File: config.mk
export PLATFORM = sky130hd
export DESIGN_NAME = instr_mem_loader
export DESIGN_NICKNAME = d
export VERILOG_FILES = /design/src/rtl/instr_mem_loader.sv
export SDC_FILE = /design/constraint.sdc
export NUM_CORES = 1
export LEC_CHECK = 0
export CELL_PAD_IN_SITES_DETAIL_PLACEMENT = 0
export CELL_PAD_IN_SITES_GLOBAL_PLACEMENT = 1
export CORE_MARGIN = 5
export CORE_UTILIZATION = 35
export DETAILED_ROUTE_END_ITERATION = 16
export PLACE_DENSITY = 0.8
export SLEW_MARGIN = 20
export SYNTH_ARGS = -nofsm -noshare
export SYNTH_HDL_FRONTEND = slang
export SYNTH_SLANG_ARGS = --single-unit
File: constraint.sdc
create_clock -name clk_i -period 2.6 [get_ports clk_i]
set_input_delay 0.39 -clock clk_i [delete_from_list [all_inputs] [get_ports clk_i]]
set_output_delay 0.39 -clock clk_i [all_outputs]
set_load 0.005 [all_outputs]
File: src/rtl/instr_mem_loader.sv
// Program loader for the instruction store.
// Takes a byte stream over a valid/ready handshake, packs four bytes per
// 32-bit instruction with the first byte most significant, and writes the
// words to consecutive word-aligned byte addresses starting at 0. The CPU is
// held in reset for as long as a load is in progress.
module instr_mem_loader #(
    parameter int MEM_WORDS = 32,
    parameter int CNT_W     = 6
) (
    input  logic             clk_i,
    input  logic             rst_i,
    input  logic             start_i,
    input  logic [CNT_W-1:0] word_cnt_i,
    input  logic [7:0]       byte_i,
    input  logic             byte_valid_i,
    output logic             byte_ready_o,
    output logic             wr_en_o,
    output logic [31:0]      wr_addr_o,
    output logic [31:0]      wr_data_o,
    output logic             busy_o,
    output logic             done_o,
    output logic             err_o,
    output logic             cpu_hold_o
);

    localparam int               IDX_W   = $clog2(MEM_WORDS);
    localparam logic [CNT_W-1:0] MAX_CNT = CNT_W'(MEM_WORDS);

    typedef enum logic [1:0] {
        IDLE,
        LOAD,
        WRITE,
        DONE
    } state_t;

    state_t           state_q, state_d;
    logic [CNT_W-1:0] cnt_q, cnt_d;       // latched number of words to load
    logic [IDX_W-1:0] idx_q, idx_d;       // index of the word being assembled
    logic [1:0]       bcnt_q, bcnt_d;     // bytes taken for the current word
    logic [23:0]      shift_q, shift_d;   // first three bytes of the word
    logic             ready_q, ready_d;
    logic             we_q, we_d;
    logic [31:0]      addr_q, addr_d;
    logic [31:0]      data_q, data_d;
    logic             busy_q, busy_d;
    logic             done_q, done_d;
    logic             err_q, err_d;

    logic             start_ok;
    logic             xfer;
    logic [CNT_W-1:0] idx_next;

    assign start_ok = (word_cnt_i != '0) && (word_cnt_i <= MAX_CNT);
    assign xfer     = byte_valid_i && ready_q;
    // Compared at count width so a full load (count == MEM_WORDS) still matches.
    assign idx_next = CNT_W'(idx_q) + CNT_W'(1);

    // Next-state and registered-output logic for the load sequencer.
    always_comb begin
        // NOTE: every signal gets a default before the case so no path leaves
        // one unassigned, which would otherwise infer a latch.
        state_d = state_q;
        cnt_d   = cnt_q;
        idx_d   = idx_q;
        bcnt_d  = bcnt_q;
        shift_d = shift_q;
        addr_d  = addr_q;
        data_d  = data_q;
        we_d    = 1'b0;
        done_d  = done_q;
        err_d   = err_q;

        case (state_q)
            IDLE: begin
                if (start_i) begin
                    done_d = 1'b0;
                    if (start_ok) begin
                        cnt_d   = word_cnt_i;
                        err_d   = 1'b0;
                        bcnt_d  = '0;
                        idx_d   = '0;
                        state_d = LOAD;
                    end else begin
                        err_d = 1'b1;
                    end
                end
            end
            LOAD: begin
                if (xfer) begin
                    shift_d = {shift_q[15:0], byte_i};
                    // Wraps to 0 on the fourth byte, ready for the next word.
                    bcnt_d  = bcnt_q + 2'd1;
                    if (bcnt_q == 2'd3) begin
                        we_d    = 1'b1;
                        addr_d  = {{(32-IDX_W-2){1'b0}}, idx_q, 2'b00};
                        data_d  = {shift_q, byte_i};
                        state_d = WRITE;
                    end
                end
            end
            WRITE: begin
                bcnt_d = '0;
                // The index stops at the last word, so it never passes MEM_WORDS-1.
                if (idx_next == cnt_q) begin
                    state_d = DONE;
                end else begin
                    idx_d   = idx_q + IDX_W'(1);
                    state_d = LOAD;
                end
            end
            DONE: begin
                done_d  = 1'b1;
                state_d = IDLE;
            end
            default: state_d = IDLE;
        endcase

        ready_d = (state_d == LOAD);
        busy_d  = (state_d == LOAD) || (state_d == WRITE);
    end

    // State and output registers with synchronous reset.
    always_ff @(posedge clk_i) begin
        // NOTE: sequential state uses non-blocking assignments so every
        // register samples the pre-edge values of the others.
        if (rst_i) begin
            state_q <= IDLE;
            cnt_q   <= '0;
            idx_q   <= '0;
            bcnt_q  <= '0;
            shift_q <= '0;
            ready_q <= 1'b0;
            we_q    <= 1'b0;
            addr_q  <= '0;
            data_q  <= '0;
            busy_q  <= 1'b0;
            done_q  <= 1'b0;
            err_q   <= 1'b0;
        end else begin
            state_q <= state_d;
            cnt_q   <= cnt_d;
            idx_q   <= idx_d;
            bcnt_q  <= bcnt_d;
            shift_q <= shift_d;
            ready_q <= ready_d;
            we_q    <= we_d;
            addr_q  <= addr_d;
            data_q  <= data_d;
            busy_q  <= busy_d;
            done_q  <= done_d;
            err_q   <= err_d;
        end
    end

    assign byte_ready_o = ready_q;
    assign wr_en_o      = we_q;
    assign wr_addr_o    = addr_q;
    assign wr_data_o    = data_q;
    assign busy_o       = busy_q;
    assign done_o       = done_q;
    assign err_o        = err_q;
    assign cpu_hold_o   = busy_q;

endmodule

==> results.tsv, run 1 <==
metric	value	unit
final slew viol count	0	
Final Hold Fails	0	
CP Class	flop to flop	
share of Yosys cell area claimed by the top area cell type	48.7	%
Die ar.	11600	um^2
CTS tree	done	
Core Region	9240	um^2
setup slack after layout	0.318	ns
I/O Pins	88	
Most used DFF post-synth	dfxtp_1	
Max Cap Viol	0	
HP Start	rst_i	
min Tclk post-route	2.28	ns
vias in the first global route	2558	
CP Data Required Time	2.88	ns
Chip Width	108	um
Syn Inst Count	405	
WHS Endpoint	busy_o	
WP data arrival	2.56	ns
Hold Crit Depth	2	
Initial Util	36.0	%
FP Rows	35	
CTS max path bufs	2	
Yosys reg bits	81	
VDD IR max	0.327	mV
Fmax	438	MHz
post-synthesis cell area	3330	um^2
status	completed	
Pre-Repair DR Iteration Count	4	
first-pass GRT wire length	12200	um
clk slew on worst S/H paths	0.09	ns
Routed Wire Length	7460	um
RR Startpoint	idx_q[1]	
synth warn	0	
total global-route track usage	13.2	%
synth top area cells	dfxtp_1, nand2_1, a21oi_1, buf_4, clkbuf_1	
register-to-register path setup slack	0.32	ns
Commonest cells post-synth	nand2_1, dfxtp_1, a21oi_1, buf_4, clkbuf_1	
Post-synth EDFFs	0	
pin count of the biggest net entering global routing	67	
Vias/cell	4.58	
cells on worst reg2reg path	8	
postcts setup bufs	0	
hold-fix buffers at CTS	0	
DP Wirelength	5070	um
number of diodes	0	
pre-CTS setup slack	0.161	ns
CTS Sinks	81	
PwrDens	564	nW/um^2
GR Overflow Total	0	
RSZ-0062 raised after global routing	false	
Mean Syn Cell Area	8.22	um^2
Setup-failing EPs final	0	
drt drc	0	
GPL Wtd Cong	0.777	
# H-tree levels	3	
Nets	479	
count leader, synth	nand2_1	
share of cells above drive strength 1	8.86	%
vias post-DR	2712	
FF-to-FF End	busy_o	
Gates resized, CTS repair	0	
TNS Setup	0	ns
CTS Buf Count	9	
final worst path period share	87.8	%
Area Growth Syn to Fin	25.1	%
Core Util, Final	45.1	%
crit path max fanout	7	
DRT antenna net count	0	
Port Buffers	60	
antenna violations before repair	0	
die height	108	um
CTS Root Cell	clkbuf_8	
asr flop ratio synth	0	%
leading area contributor after synthesis	dfxtp_1	
1st-iter DRT viols	70	
P_leak	1.47	nW
Setup crit end kind	flop	
min-delay worst type	input pin to flop	
Clk Latency, worst-skew pair	0.35	ns
register area share after synthesis	48.7	%
Worst Skew	0.0109	ns
per-cell routed wire length	12.6	um
startpoint types	flop	
post-synthesis cell type count	42	
-- layout by cell type (no fill, tap or decap), types with 3 or more instances in the layout --
cell type        instances
nand2_1                127
dfxtp_1                 81
a21oi_1                 65
clkdlybuf4s50_1         59
conb_1                  27
nor2_1                  15
clkbuf_8                10
nand3_1                  9
mux2i_1                  7
xnor2_1                  5
buf_4                    5
nor3_1                   4
nand2b_1                 3
inv_1                    3
nand4_1                  3
ha_1                     3
-- area by class of cell --
type / instances / area [um^2]
Multi-Input combinational cell: 297 / 1510
Timing Repair Buffer: 66 / 653
Sequential cell: 81 / 1620
Clock buffer: 10 / 138
Clock inverter: 6 / 75.1
Tap cell: 129 / 161
Fill cell: 938 / 5070
Inverter: 3 / 11.3
-- critical path, stage by stage, from the launching register on --
cell	delay, ns
dfxtp_1	0.40
ha_1	0.32
nor3b_2	0.20
nor3_1	0.06
o32ai_1	0.36
nand4_2	0.26
and2_2	0.26
ha_1	0.27
nor2_1	0.09
-- state kept, by name, indices dropped and copies added (netlist names) --
register,count
wr_data_o,32
idx_q,5
bcnt_q,2
shift_q,24
wr_en_o,1
err_o,1
byte_ready_o,1
cnt_q,6
wr_addr_o,5
done_o,1
state_q,2
busy_o,1
-- worst max path at each step --
stage / to / start / cells after the start / slack, ns
6_report: busy_o / idx_q[1] / 8 / 0.32
4_1_cts: busy_o / idx_q[1] / 8 / 0.36
3_5_place_dp: busy_o / word_cnt_i[3] / 7 / 0.16
3_3_place_gp: busy_o / word_cnt_i[3] / 7 / 0.19
5_1_grt: busy_o / idx_q[1] / 8 / 0.15
2_1_floorplan: busy_o / idx_q[0] / 8 / 0.56
-- routing by layer --
layer	up-vias	GRT usage (%)	routed length, um
met4	0	4.87	92
met5	-	0	0
met3	6	3.12	388
met1	1251	18.3	3660
met2	68	19.8	3310
li1	1387	-	-
-- metrics by stage --
step	hold slack, ns	area [um^2]	power [mW]	instances
2_1_floorplan	0.432	3430	1.39	431
3_3_place_gp	0.442	3950	1.41	576
3_5_place_dp	0.447	3950	1.42	576
4_1_cts	0.403	4170	2.38	592
5_1_grt	0.425	4170	2.45	592
6_report	0.409	4170	2.35	592
-- logic make-up after synthesis --
| family | Yosys count | share of synthesized area, % |
|---|---|---|
| flip-flops | 81 | 48.7 |
| adder cells (fa/ha/maj) | 3 | 1.13 |
| AO/OA/AOI/OAI | 75 | 13.1 |
| multiplexers | 8 | 2.52 |
| buffers and inverters | 53 | 9.20 |
| other | 1 | 0.113 |
| AND/OR/NAND/NOR | 177 | 23.4 |
| XOR/XNOR | 7 | 1.84 |
-- where the power goes --
group	switching, mW	internal (mW)
Combinational	0.0691	0.0577
Clock	0.479	0.483
Sequential	0.0101	1.25
(Power assumes the default switching activity.)
==> run 2, diff against run 1 <==
--- a/config.mk
+++ b/config.mk
@@ -8,9 +8,11 @@
 export CELL_PAD_IN_SITES_DETAIL_PLACEMENT = 0
 export CELL_PAD_IN_SITES_GLOBAL_PLACEMENT = 1
 export CORE_MARGIN = 5
-export CORE_UTILIZATION = 35
+export CORE_UTILIZATION = 38
+export CTS_CLUSTER_DIAMETER = 50
 export DETAILED_ROUTE_END_ITERATION = 16
-export PLACE_DENSITY = 0.8
+export PLACE_DENSITY = 0.86
+export SKIP_CTS_REPAIR_TIMING = 1
 export SLEW_MARGIN = 20
 export SYNTH_ARGS = -nofsm -noshare
 export SYNTH_HDL_FRONTEND = slang
==> constraint.sdc (replaced) <==
create_clock -name clk_i -period 2.63 [get_ports clk_i]
set_input_delay 0.3945 -clock clk_i [delete_from_list [all_inputs] [get_ports clk_i]]
set_output_delay 0.3945 -clock clk_i [all_outputs]
set_load 0.005 [all_outputs]
==> run 2 against run 1 <==
  * Final area is 0.96% lower
  * First-iteration DRC count grew to 2.8 times the previous value
  * Core utilization is 2.7 points higher
  * Critical path type unchanged
  * Critical endpoint unchanged
  * Largest cell class unchanged
==> results.tsv, run 2 (same netlist as run 1, synthesis figures left out) <==
metric	value	unit	change
status	completed		
1st-iter DRT viols	193		+180%
M1 wire length	3490	um	-4.7%
vias post-DR	2707		-0.18%
final worst path period share	86.6	%	-1.1 points
GR Overflow Total	0		unchanged
drt drc	0		unchanged
Clk Latency, worst-skew pair	0.35	ns	about the same
number of diodes	0		unchanged
pin count of the biggest net entering global routing	60		-10%
Pre-Repair DR Iteration Count	4		unchanged
CTS Sinks	81		unchanged
VDD IR max	0.282	mV	-14%
total chip power	2.31	mW	-1.5%
Vias/cell	4.74		+3.5%
setup slack after layout	0.352	ns	+0.0337 ns
metal2 WL	3530	um	+6.4%
DP Wirelength	5040	um	-0.66%
total global-route track usage	14.0	%	+0.81 points
Filler Cell Count	868		-7.5%
clk slew on worst S/H paths	0.08	ns	about the same
Nets	479		unchanged
Area Growth Syn to Fin	23.9	%	
top metal layer carrying routed signals	met4		
worst-margin pin slew	0.578	ns	
commonest non-fill, non-tap cell in the layout	nand2_1		
min Tclk post-route	2.28	ns	-0.00374 ns
CTS Buf Count	9		unchanged
metal3 WL	356	um	-8.2%
crit path max fanout	7		unchanged
CP Data Required Time	2.85	ns	-0.03 ns
Fmax	439	MHz	+0.16%
Initial Util	38.6	%	+2.5 points
min-delay worst type	input pin to flop		
CTS max path bufs	2		unchanged
FP Rows	34		-2.9%
max_slew headroom	61.5	%	
Setup crit end kind	flop		
TNS Setup	0	ns	unchanged
CP Class	flop to flop		
DRT antenna net count	0		unchanged
# H-tree levels	3		unchanged
I/O Pins	88		unchanged
Routed Wire Length	7440	um	-0.19%
final slew viol count	0		unchanged
Max Cap Viol	0		unchanged
CTS Root Cell	clkbuf_8		
Worst Skew	0.00748	ns	-0.00342 ns
antenna violations before repair	0		unchanged
die height	104	um	-3.7%
max FFs per register	32		unchanged
per-cell routed wire length	13.0	um	+3.5%
most frequent cells in the layout	nand2_1, dfxtp_1, a21oi_1, clkdlybuf4s50_1, conb_1		
Chip Width	104	um	-3.7%
share of cells above drive strength 1	8.86	%	unchanged
Die ar.	10700	um^2	-7.2%
P_leak	1.47	nW	-0.15%
vias in the first global route	2596		+1.5%
Setup-failing EPs final	0		unchanged
pre-CTS setup slack	0.160	ns	-0.000761 ns
Port Buffers	60		unchanged
Final Hold Fails	0		unchanged
WP data arrival	2.50	ns	-0.06 ns
startpoint types	flop		
first-pass GRT wire length	12600	um	+3.7%
PwrDens	561	nW/um^2	-0.56%
RSZ-0062 raised after global routing	false		
GPL Wtd Cong	0.788		+1.4%
CTS tree	done		
Core Region	8640	um^2	-6.5%
==> run 2: routing by layer <==
layer	vias to the layer above	track usage, %
met1	1255	19.2
li1	1383	-
met5	-	0
met4	0	4.31
met3	6	4.35
met2	63	21.0
==> run 2: area by class of cell <==
class	instances	area, um^2	share of cell area (%)
clock buffer	10	138	3.34
inverter	3	11.3	0.273
clock inverter	6	73.8	1.79
sequential	81	1620	39.3
timing repair buffer	66	641	15.5
multi-input combinational	297	1510	36.5
tap	108	135	3.27
==> run 2: final timing paths <==
check	from	slack (ns)	to	cells past startpoint
worst max-delay path	idx_q[1]	0.35	busy_o	8
worst min-delay path	rst_i	0.45	cnt_q[2]	2
worst max register to register	idx_q[1]	0.35	busy_o	8
worst min register to register	wr_data_o[17]	0.46	wr_data_o[17]	2
==> run 2: critical path, cell delays in order (launching register included) <==
cell	delay [ns]
dfxtp_1	0.42
ha_1	0.33
nor3b_2	0.21
nor3_1	0.06
o32ai_1	0.32
nand4_2	0.25
and2_2	0.26
ha_1	0.27
nor2_1	0.04
==> run 2: metrics by stage <==
step	utilization, %	cell area, um^2	hold WS (ns)	std cells
global placement	45.3	3920	0.443	555
finish	47.8	4130	0.450	571
global route	47.8	4130	0.451	571
CTS	47.8	4130	0.430	571
floorplan	-	3430	0.432	431
detailed placement	45.3	3920	0.448	555
==> run 2: power by group <==
part | internal, mW | switching, mW
sequential | 1.24 | 0.00937
clock | 0.476 | 0.470
combinational | 0.0551 | 0.0672
total | 1.77 | 0.546
